`src/rtl/addsub_seq.sv`:
```
// addsub_seq: multi-cycle two's-complement adder/subtractor.
// Works through CHUNK bits per clock, LSB chunk first, over N = WIDTH/CHUNK
// RUN cycles. The carry between chunks is held in a register. Operands are
// taken with start, and the result is announced by a one-cycle done pulse.
//
// Parameters:
//   WIDTH  operand/result width (a multiple of CHUNK, minimum 4)
//   CHUNK  bits processed per cycle (1..WIDTH)
// Ports:
//   clk    clock, rising edge
//   rst    asynchronous active-high reset
//   start  request an operation; sampled in IDLE or DONE
//   M      mode: 0 = A+B, 1 = A-B; sampled with start
//   A, B   operands; sampled with start
//   busy   high while an operation is in RUN
//   done   one-cycle pulse; S/Co/V have just been updated
//   S      result; holds its value until the next done
//   Co     carry out of the MSB (for subtract, 1 = no borrow)
//   V      signed overflow
// Build option:
//   ADDSUB_SAT_EN  when defined, S is clamped to the signed extreme on overflow
module addsub_seq #(
  parameter int WIDTH = 16,
  parameter int CHUNK = 4
) (
  input  logic             clk,
  input  logic             rst,
  input  logic             start,
  input  logic             M,
  input  logic [WIDTH-1:0] A,
  input  logic [WIDTH-1:0] B,
  output logic             busy,
  output logic             done,
  output logic [WIDTH-1:0] S,
  output logic             Co,
  output logic             V
);

  localparam int N  = WIDTH / CHUNK;
  localparam int CW = (N > 1) ? $clog2(N) : 1;

  typedef enum logic [1:0] {IDLE, RUN, DONE} state_t;

  state_t           r_state;
  state_t           w_next;
  logic [WIDTH-1:0] r_a;
  logic [WIDTH-1:0] r_b;      // B already inverted for subtract
  logic [WIDTH-1:0] r_res;
  logic             r_c;
  logic [CW-1:0]    r_cnt;
  logic             r_amsb;
  logic             r_bmsb;
  logic [WIDTH-1:0] r_S;
  logic             r_Co;
  logic             r_V;

  logic             w_load;
  logic             w_last;
  int unsigned      w_base;
  logic [CHUNK:0]   w_sum;
  logic [WIDTH-1:0] w_res;
  logic             w_v;
  logic [WIDTH-1:0] w_s_final;

  assign w_load = start && ((r_state == IDLE) || (r_state == DONE));
  assign w_last = (r_cnt == CW'(N - 1));
  assign w_base = int'(r_cnt) * CHUNK;

  always_comb begin
    w_sum = {1'b0, r_a[w_base +: CHUNK]} + {1'b0, r_b[w_base +: CHUNK]}
          + {{CHUNK{1'b0}}, r_c};
    w_res = r_res;
    w_res[w_base +: CHUNK] = w_sum[CHUNK-1:0];
  end

  // Only meaningful on the last chunk, where w_sum[CHUNK-1] is the result MSB.
  assign w_v = (r_amsb == r_bmsb) && (w_sum[CHUNK-1] != r_amsb);

`ifdef ADDSUB_SAT_EN
  always_comb begin
    w_s_final = w_res;
    if (w_v) begin
      w_s_final = r_amsb ? {1'b1, {(WIDTH-1){1'b0}}} : {1'b0, {(WIDTH-1){1'b1}}};
    end
  end
`else
  assign w_s_final = w_res;
`endif

  always_comb begin
    w_next = r_state;
    case (r_state)
      IDLE:    if (start) w_next = RUN;
      RUN:     if (w_last) w_next = DONE;
      DONE:    w_next = start ? RUN : IDLE;
      default: w_next = IDLE;
    endcase
  end

  always_ff @(posedge clk or posedge rst) begin
    if (rst) begin
      r_state <= IDLE;
      r_a     <= '0;
      r_b     <= '0;
      r_res   <= '0;
      r_c     <= 1'b0;
      r_cnt   <= '0;
      r_amsb  <= 1'b0;
      r_bmsb  <= 1'b0;
      r_S     <= '0;
      r_Co    <= 1'b0;
      r_V     <= 1'b0;
    end else begin
      r_state <= w_next;
      if (w_load) begin
        r_a    <= A;
        r_b    <= B ^ {WIDTH{M}};
        r_c    <= M;
        r_cnt  <= '0;
        r_amsb <= A[WIDTH-1];
        r_bmsb <= B[WIDTH-1] ^ M;
      end else if (r_state == RUN) begin
        r_res <= w_res;
        r_c   <= w_sum[CHUNK];
        r_cnt <= r_cnt + CW'(1);
        if (w_last) begin
          r_S  <= w_s_final;
          r_Co <= w_sum[CHUNK];
          r_V  <= w_v;
        end
      end
    end
  end

  assign busy = (r_state == RUN);
  assign done = (r_state == DONE);
  assign S    = r_S;
  assign Co   = r_Co;
  assign V    = r_V;

endmodule

```
`config.mk`:
```
export PLATFORM = sky130hd
export DESIGN_NAME = addsub_seq
export DESIGN_NICKNAME = d
export VERILOG_FILES = /design/src/rtl/addsub_seq.sv
export SDC_FILE = /design/constraint.sdc
export NUM_CORES = 1
export LEC_CHECK = 0
export BUFFER_PORTS_ARGS = -buffer_cell sky130_fd_sc_hd__clkbuf_2
export CAP_MARGIN = 15
export CORE_ASPECT_RATIO = 2
export CORE_MARGIN = 2
export CORE_UTILIZATION = 50
export DETAILED_ROUTE_END_ITERATION = 10
export GPL_TIMING_DRIVEN = 0
export PLACE_DENSITY = 0.72
export SKIP_CTS_REPAIR_TIMING = 1
export SLEW_MARGIN = 20
export SYNTH_ARGS = -nofsm -noshare
export SYNTH_HDL_FRONTEND = slang
export SYNTH_SLANG_ARGS = --single-unit
```
`constraint.sdc`:
```
create_clock -name clk -period 3.85 [get_ports clk]
set_clock_uncertainty 0.2 [all_clocks]
set_input_delay 0 -clock clk [delete_from_list [all_inputs] [get_ports clk]]
set_output_delay 0 -clock clk [all_outputs]
set_load 0.01 [all_outputs]
```
* Word level (Yosys, flattened, before mapping)
Index checks and enable logic that the tools add are counted. Widths: inputs -> output; s select.
Word-level totals: logic and storage cells 46, output and inout port bits 20, bits in registers 73
Cells by class: shift operators 4, add/subtract/negate cells 4, muxes and demuxes 9, reductions and logical operators 8, equality and inequality tests 7, bitwise logic cells 3
Operator list (count):
- $neg 4->34 | 1
- $shift 4x34->16 const A | 1
- $shiftx 4x34->16 | 1
- $shiftx 16x5->4 | 2
- $bwmux 16 | 1
- $xor 16x16->16 | 1
- $mux 2 | 4
- $pmux 2 s3 | 1
- $add 4x4->5 | 1
- $add 5x1->5 | 1
- $eq 2x2->1 const B | 2
- $reduce_and 2->1 | 2
- $mux 1 | 3
- $reduce_and 3->1 | 1
- $add 2x1->2 const B | 1
- $eq 2x1->1 const B | 1
- $logic_and 1x1->1 | 2
- $logic_not 2->1 | 1
- $ne 2x1->1 const B | 1
- $ne 2x2->1 const B | 1
- $reduce_bool 2->1 | 1
- $eq 1x1->1 | 1
- $logic_or 1x1->1 | 1
- $ne 1x1->1 | 1
- 2 further kinds | 2

* Logic depth before layout (Yosys ltp)
Gate-level depths: netlist of the first run.
depth after elaboration 5, depth in mapped cells 8, depth with buffers taken out 7

* Worst setup path before layout of the first run
No wires, ideal clock.
kind reg-to-reg, start register r_cnt[0], end register r_res[10], setup time 0.121 ns, data arrival time 2.752 ns, data required time 3.529 ns, stages on the path, launching flop included 8, slack 0.777 ns, cell sequence dfrtp_1 > buf_2 > mux4_2 > fa_1 > fa_1 > xor2_1 > and2_1 > a22o_1
Between the ends: longest elaborated chain between the ends 5, elaborated cells between the ends (all ways) 8
RTL lines:
- start: declaration | RTL line 50 | logic [CW-1:0] r_cnt;
- start signal: assignment | RTL line 125 | r_cnt <= r_cnt + CW'(1);
- $shiftx 16x5->4 | RTL line 70 | w_sum = {1'b0, r_a[w_base +: CHUNK]} + {1'b0, r_b[w_base +: CHUNK]}
- $add 4x4->5 | RTL line 70
- $add 5x1->5 | RTL line 71 | + {{CHUNK{1'b0}}, r_c};
- $shiftx 4x34->16 | RTL line 73 | w_res[w_base +: CHUNK] = w_sum[CHUNK-1:0];
- $bwmux 16 * | RTL line 73
- end signal: assignment | RTL line 123 | r_res <= w_res;
- end: declaration | RTL line 48 | logic [WIDTH-1:0] r_res;
Every way passes the cells marked *; elsewhere a longest branch is shown, timed or not. A chain may end at the register's enable or synchronous reset.

* Final worst setup path of the first run
start register r_cnt[0], end register r_res[14]
Same word-level chain as after synthesis.

==> results of run 1 <==
==> metrics by stage <==
| step | cells | instance area, um^2 | hold slack [ps] | worst slack, ps | util |
|---|---|---|---|---|---|
| CTS | 479 | 4080 | -580 | 312 | 0.621 |
| global route | 519 | 4480 | 36.8 | 220 | 0.682 |
| global placement | 462 | 3750 | -8.46 | 327 | 0.571 |
| floorplan | 320 | 3370 | -94.6 | 777 | - |
| finish | 519 | 4480 | -4.93 | 307 | 0.682 |
| detailed placement | 463 | 3780 | -220 | 314 | 0.575 |
==> cells in the final DEF (no fill, tap or decap), drive strengths merged, types with 2 or more instances in the layout <==
cell,netlist,final
nand2,77,77
dfrtp,71,71
clkbuf,7,71
dlygate4sd3,0,40
nor2,29,29
o21ai,25,25
xnor2,16,16
a221oi,12,12
a32o,12,12
buf,11,12
inv,10,10
ha,9,9
mux4,8,8
a22o,5,5
a32oi,4,4
a21oi,3,3
clkinv,0,3
nor3,3,3
nand2b,2,2
nor2b,2,2
nand3,2,2
fa,2,2
clkinvlp,0,2
==> final timing paths <==
path                              to  slack (ps)
setup reg to reg           r_res[14]         310
min in group clk             r_a[10]         100
setup / recovery           r_res[14]         310
hold / removal                r_a[5]          -5
hold reg to reg               r_a[4]         270
max in group asynchronous    r_b[10]        2920
==> logic make-up after synthesis <==
| logic type | count (synthesis) | share of synthesized area |
|---|---|---|
| AOI/OAI and AO/OA | 65 | 0.140 |
| xor gates and xnor gates | 17 | 0.0442 |
| adders and majority gates | 11 | 0.0453 |
| buffers and inverters | 28 | 0.0338 |
| DFF | 71 | 0.527 |
| muxes | 8 | 0.0535 |
| and+or+nand+nor | 120 | 0.155 |
==> state kept, by name, summed over array words and instances (netlist names) <==
name     flops
S           16
r_cnt        2
V            1
r_b         16
r_c          1
Co           1
r_state      2
r_res       16
r_a         16
==> power groups by stage <==
stage | registers, uW | clock network (uW) | logic [uW]
floorplan | 1280 | 0 | 1320
global placement | 1270 | 0 | 1870
detailed placement | 1290 | 0 | 1930
CTS | 1280 | 837 | 1940
global route | 1330 | 869 | 2170
finish | 1280 | 829 | 1990
==> per-layer routing <==
layer | vias up | track usage
li1 | 1328 | -
met1 | 1344 | 0.235
met2 | 85 | 0.396
met3 | 29 | 0.0463
met4 | 0 | 0.162
met5 | - | 0
==> cell type report <==
type	count	area, um^2	area share
Timing Repair Buffer	95	698	0.156
Buffer	18	76.3	0.0170
Inverter	10	40.0	0.00894
Tap cell	88	110	0.0246
Clock inverter	6	60.1	0.0134
Multi-Input combinational cell	221	1480	0.330
Clock buffer	10	239	0.0534
Sequential cell	71	1780	0.397
==> critical path: cells and delay by family, from the launching register on <==
kind / cells / cell delay (ps)
compound gates: 1 / 180
xor+xnor: 1 / 420
fa+ha+maj: 2 / 870
buf+inv: 1 / 350
flops: 1 / 520
mux: 1 / 600
simple gates: 1 / 340
==> results_dict.tcl, run 1 <==
set metrics [dict create \
    ant_nets 0 \
    vias_per_cell 5.37 \
    p_sw_frac 0.433 \
    combPwrFrac 0.485 \
    pin_count 56 \
    nNetsFinal 473 \
    yosysTopAreaCell "dfrtp_1" \
    wl_per_cell_um 15.8 \
    violations "negative hold slack" \
    status "finished, violations left" \
    critPathKind "reg2reg" \
    cp-end-kind "flop" \
    gp_congestion 0.836 \
    yosys_most_used_dff "dfrtp_1" \
    die_height_um 120 \
    worst_slew_pin_slew_ps 638 \
    clock_path_buffers 2 \
    regToRegStartpoint "r_cnt[0]" \
    dr.pass1.iters 4 \
    grt_pass1_wl_um 12400 \
    initialDrtViolationCount 139 \
    track_usage 0.233 \
    async_flop_share 1.00 \
    holdWs_ps -4.93 \
    antenna_found_initial 0 \
    min_path_type "in2async" \
    numCtsBuffers 9 \
    cts_num_sinks 71 \
    intPower_uw 2320 \
    grt_max_degree 49 \
    synth_edf_count 0 \
    seqPwrFrac 0.313 \
    dieWidth_um 62.0 \
    yosys.cell_count.top_type "nand2_1" \
    diodes 0 \
    ys_ff_latch 71 \
    cts-root-buf "clkbuf_16" \
    start_kind "flop" \
    finalCriticalPeriod_ps 3540 \
    area_delta_synth_final_pct 32.9 \
    finalPower_uw 4100 \
    synth.net_count 367 \
    cp_slowest_stage_delay_ps 600 \
    rsz0062_at_grt "no" \
    max_slew_margin 0.575 \
    finalWirelength_um 8200 \
    route.met3.wl_um 254 \
    yosysSeqAreaShare 0.527 \
    finalCritPeriodShare 0.920 \
    drc 0 \
    port-buffer-count 54 \
    crit_required_ps 3930 \
    drv_cap 0 \
    yosys-top-cells-area "dfrtp_1 (53%), nand2_1 (8.6%), mux4_2 (5.3%), xnor2_1 (4.2%), a32o_1 (3.6%)" \
    fin_setup_tns_ps 0 \
    p_leak_uw 0.00212 \
    num_rows 42 \
    cp_max_fo 10 \
    insertion_delay_ps 340 \
    fmax_mhz 282 \
    hold_viol_final 13 \
    tritoncts "built" \
    slew_viol_final 0 \
    powerDensity_nw_per_um2 915 \
    start_util 0.513 \
    grt.overflow.total 0 \
    synthCells 320 \
    reg2reg_depth 7 \
    p_clk_frac 0.202 \
    syn_area_um2 3370 \
    routed-wl-met2_um 4650 \
    cp_cell_sequence "buf_2 > mux4_2 > fa_1 > fa_1 > xor2_1 > and2_1 > a22o_1" \
    synthDistinctLibCells 34 \
    crit_arrival_ps 3620 \
    p_switching_uw 1770 \
    wl_met1_um 2860 \
    startpoint "r_cnt[0]" \
    synth_top_area_share 0.527 \
    drive_gt1_frac 0.213 \
    post-dp-hpwl_um 5750 \
    grt_pass1_vias 2714 \
    ir_drop_mv 0.467 \
    core_um2 6570 \
    cpMostUsedCell "fa_1" \
    ys_warn_count 0 \
    syn_area_per_cell_um2 10.5 \
    fillers 526 \
    cp_slowest_cell "mux4_2" \
    setup_viol 0 \
    dr.max_layer_used "met4" \
    dieArea_um2 7450 \
    routed-via-count 2786 \
    cts-htree-levels 3 \
    path_clk_slew_ps 60 \
    synthTopCellsByCount "nand2_1 (77), dfrtp_1 (71), nor2_1 (29)" \
]
(Power assumes the default switching activity.)
==> inputs of run 2 (changes only) <==
Settings changed: RECOVER_POWER from default to 100.
==> results_dict.tcl, run 2 (synthesis gave the netlist of run 1 again) <==
set metrics [dict create \
    status "finished, violations left" \
    violations "max-capacitance violations, max-slew violations" \
    fmax_mhz 276 \
    p_switching_uw 1760 \
    post-dp-hpwl_um 5750 \
    insertion_delay_ps 340 \
    track_usage 0.233 \
    nNetsFinal 473 \
    ir_drop_mv 0.469 \
    clock_path_buffers 2 \
    design_area_um2 4430 \
    stdcell_count 519 \
    fin_setup_tns_ps 0 \
    fillers 543 \
    seqPwrFrac 0.316 \
    critPathKind "reg2reg" \
    startpoint "r_cnt[0]" \
    initialDrtViolationCount 147 \
    grt.overflow.total 0 \
    finalCritPeriodShare 0.941 \
    tritoncts "built" \
    die_height_um 120 \
    final_common_cell "nand2_1" \
    grt_max_degree 49 \
    multi_input_area_um2 1480 \
    pin_count 56 \
    dieArea_um2 7450 \
    gp_congestion 0.836 \
    port-buffer-count 54 \
    intPower_uw 2290 \
    crit_arrival_ps 3700 \
    diodes 0 \
    rsz0062_at_grt "no" \
    slew_viol_final 49 \
    r2r-end "r_res[14]" \
    grt_pass1_vias 2714 \
    setup_viol 0 \
    finalCriticalPeriod_ps 3620 \
    wl_per_cell_um 15.8 \
    r2r_slack_ps 230 \
    dr.pass1.iters 4 \
    drive_gt1_frac 0.158 \
    holdWs_ps 96.0 \
    drv_cap 1 \
    hold_viol_final 0 \
    dp.cells 463 \
    reg2reg_depth 7 \
    cp-end-kind "flop" \
    drc 0 \
    crit_required_ps 3930 \
    core_um2 6570 \
    cp_max_fo 10 \
    grt_pass1_wl_um 12400 \
    numCtsBuffers 9 \
    regArea_um2 1780 \
    cts-htree-levels 3 \
    place_area_um2 3780 \
    finalWirelength_um 8230 \
    cp-endpoint "r_res[14]" \
    max_slew_margin -0.391 \
    powerDensity_nw_per_um2 915 \
    routed-via-count 2746 \
    p_clk_frac 0.205 \
    start_kind "flop" \
    cts_num_sinks 71 \
    num_rows 42 \
    antenna_found_initial 0 \
    start_util 0.513 \
    min_path_type "in2reg" \
    cts-root-buf "clkbuf_16" \
    combPwrFrac 0.479 \
    path_clk_slew_ps 60 \
    p_leak_uw 0.00204 \
    area_delta_synth_final_pct 31.6 \
    worst_slew_pin_slew_ps 2090 \
    ant_nets 0 \
    dieWidth_um 62.0 \
    regToRegStartpoint "r_cnt[0]" \
    p_sw_frac 0.435 \
    dp_slack_ps 314 \
    setup_ws_ps 227 \
    vias_per_cell 5.29 \
    layout_common_cells "nand2_1 (77), dfrtp_1 (71), dlygate4sd3_1 (40)" \
]
==> run 2: worst min-delay path by stage <==
stage,startpoint,slack (ps),to,cells past startpoint
5_1_grt,start,160,r_b[8],5
6_report,start,100,r_a[10],5
2_1_floorplan,A[0],-90,r_a[0],2
4_1_cts,rst,-580,r_a[1],2
3_3_place_gp,A[5],-8,r_a[5],3
3_5_place_dp,rst,-220,Co,2
==> run 2: layout make-up <==
class	count	share of cell area
sequential	71	0.401
multi-input combinational	221	0.333
timing repair buffer	95	0.148
clock buffer	10	0.0539
tap	88	0.0248
buffer	18	0.0164
clock inverter	6	0.0135
inverter	10	0.00875
==> run 2: power by group through the flow <==
stage               Clock (uW)  Sequential [uW]  Combinational [uW]
global placement             0             1270                1870
CTS                        837             1280                1940
detailed placement           0             1290                1930
global route               869             1330                2140
floorplan                    0             1280                1320
finish                     830             1280                1940
==> run 2: layer usage <==
layer	track usage	routed length, um	up-vias	part of all wire
met1	0.235	2870	1314	0.35
met2	0.396	4690	84	0.57
li1	-	-	1326	-
met5	0	0	-	0
met4	0.162	393	0	0.048
met3	0.0463	267	22	0.032
==> run 2: worst max-delay path: stages, from the launching register on <==
cell and delay [ps]:
dfrtp_1 520, buf_2 360, mux4_2 600, fa_1 440, fa_1 430, xor2_1 420, and2_0 400, a22o_1 200
==> run 2: metrics by stage <==
step / util / total power, uW
finish: 0.675 / 4050
global route: 0.675 / 4340
detailed placement: 0.575 / 3230
global placement: 0.571 / 3140
floorplan: - / 2600
CTS: 0.621 / 4060
==> inputs of run 3 (changes only) <==
Settings changed: ABC_AREA from default to 1.
==> results_dict.tcl, run 3 <==
set metrics [dict create \
    dr.pass1.iters 4 \
    finalWirelength_um 8610 \
    cp.buffers_inverters 3 \
    synthTopCellsByCount "nand2_1 (168), dfrtp_1 (71), o21ai_0 (43)" \
    yosysTopAreaCell "dfrtp_1" \
    dieWidth_um 63.3 \
    r2r-end "S[14]" \
    final_common_cell "nand2_1" \
    wl_per_cell_um 13.9 \
    powerDensity_nw_per_um2 850 \
    area_delta_synth_final_pct 28.8 \
    ys_warn_count 0 \
    nNetsFinal 571 \
    rsz0062_at_grt "no" \
    core_um2 6890 \
    regToRegStartpoint "r_cnt[0]" \
    drive_gt1_frac 0.113 \
    status "finished, violations left" \
    hold_viol_final 2 \
    setup_viol 0 \
    reg2reg_depth 13 \
    intPower_uw 2160 \
    synthDistinctLibCells 29 \
    crit_arrival_ps 3540 \
    place_area_um2 3920 \
    insertion_delay_ps 340 \
    ir_drop_mv 0.529 \
    cp_slowest_stage_delay_ps 490 \
    r2r_slack_ps 330 \
    p_clk_frac 0.198 \
    max_slew_margin -0.149 \
    ant_nets 0 \
    drv_cap 1 \
    start_kind "flop" \
    diodes 0 \
    grt_pass1_vias 2951 \
    yosysSeqAreaShare 0.506 \
    tritoncts "built" \
    drc 0 \
    finalCriticalPeriod_ps 3520 \
    routed-via-count 3138 \
    vias_per_cell 5.07 \
    startpoint "r_cnt[0]" \
    initialDrtViolationCount 122 \
    grt.overflow.total 0 \
    syn_area_um2 3510 \
    start_util 0.510 \
    seqPwrFrac 0.323 \
    crit_required_ps 3870 \
    finalCritPeriodShare 0.914 \
    yosys-top-cells-area "dfrtp_1 (51%), nand2_1 (18%), o21ai_0 (6.1%), xnor2_1 (4.2%), ha_1 (3.2%)" \
    holdWs_ps -29.5 \
    violations "negative hold slack, max-capacitance violations, max-slew violations" \
    die_height_um 123 \
    antenna_found_initial 0 \
    cp-end-kind "flop" \
    pin_count 56 \
    fin_setup_tns_ps 0 \
    dieArea_um2 7750 \
    p_sw_frac 0.437 \
    p_switching_uw 1680 \
    cts-root-buf "clkbuf_16" \
    cp_max_fo 12 \
    slew_viol_final 41 \
    min_path_type "in2reg" \
    track_usage 0.226 \
    path_depth 13 \
    post-dp-hpwl_um 6060 \
    numCtsBuffers 9 \
    combPwrFrac 0.480 \
    path_clk_slew_ps 50 \
    fmax_mhz 284 \
    yosys_most_used_dff "dfrtp_1" \
    cts-htree-levels 3 \
    synthCells 418 \
    cp_slowest_cell "dfrtp_1" \
    p_leak_uw 0.00226 \
    yosys.cell_count.top_type "nand2_1" \
    gp_congestion 0.860 \
    critPathKind "reg2reg" \
    ys_ff_latch 71 \
    cpLargestDelayFamily "adder cells" \
    async_flop_share 1.00 \
    cts_num_sinks 71 \
    layout_common_cells "nand2_1 (169), dfrtp_1 (71), o21ai_0 (46)" \
    worst_slew_pin_slew_ps 1720 \
    cp-endpoint "S[14]" \
    synth.net_count 465 \
    grt_max_degree 41 \
    synth_top_area_share 0.506 \
    synth_edf_count 0 \
    cpMostUsedCell "nand2_1" \
    cp_cell_sequence "inv_1 > clkbuf_1 > clkbuf_1 > nor2_1 > o22ai_1 > fa_1 > fa_1 > xnor2_1 > nor2_1 > nand2_1 > o21ai_0 > nand2_1 > nand2_1" \
    design_area_um2 4530 \
    grt_pass1_wl_um 13100 \
    syn_area_per_cell_um2 8.41 \
    num_rows 43 \
    clock_path_buffers 2 \
    port-buffer-count 54 \
]
==> run 3: changes by cell type in the layout (fill, tap and decap cells not counted), moves of 5 or more <==
cell      previous run  this run
nand3_1              2         7
mux4_2               8         0
inv_1                8        27
nand2_1             77       169
nor2_1              29        19
a22o_1               5         0
a221oi_1            12         0
o22ai_1              0        15
o21ai_0             24        46
a32o_1              12         0
==> run 3: how the worst min path moves through the flow <==
stage	from	to	slack, ps	depth (start not counted)
after floorplan	A[0]	r_a[0]	-90	2
final	M	r_c	-30	4
after global placement	A[10]	r_a[10]	-3	3
after detailed placement	rst	r_state[0]	-180	2
after CTS	rst	r_state[0]	-540	2
after global routing	M	r_c	-2	4
==> run 3: logic make-up after synthesis <==
group | count (synthesis) | synth area share
xor+xnor | 17 | 0.0424
fa+ha+maj | 11 | 0.0434
buf+inv | 48 | 0.0669
simple gates | 202 | 0.228
compound gates | 69 | 0.114
flops | 71 | 0.506
==> run 3: worst register-to-register path, delay by kind of cell, from the launching register on <==
kind	cells	cell delay (ps)
buffers and inverters	3	690
DFF	1	490
xor gates and xnor gates	1	360
adders and majority gates	2	880
and+or+nand+nor	5	510
AOI/OAI and AO/OA	2	270
==> run 3: area by class of cell <==
class | instances | area [um^2]
sequential | 71 | 1780
fill | 630 | 2360
tap | 90 | 113
inverter | 30 | 115
timing repair buffer | 95 | 658
buffer | 18 | 105
multi-input combinational | 299 | 1490
clock buffer | 16 | 272
==> run 3: through the flow <==
stage / utilization / worst slack, ps / total power, uW / std cells
final: 0.657 / 331 / 3850 / 619
after global routing: 0.657 / 190 / 4110 / 619
after CTS: 0.608 / 590 / 3880 / 579
after detailed placement: 0.569 / 602 / 3100 / 563
after global placement: 0.566 / 636 / 3040 / 562
after floorplan: - / 1170 / 2530 / 418
==> run 3: routing by layer <==
layer | GRT usage | part of all wire
met3 | 0.0458 | 0.038
met1 | 0.215 | 0.35
met4 | 0.149 | 0.049
met2 | 0.427 | 0.56
met5 | 0 | 0
==> run 3: power groups by stage <==
stage,combinational (uW),sequential [uW],clock [uW]
after floorplan,1310,1220,0
after global placement,1800,1240,0
after detailed placement,1850,1250,0
after CTS,1870,1240,769
after global routing,2040,1270,801
final,1840,1240,761
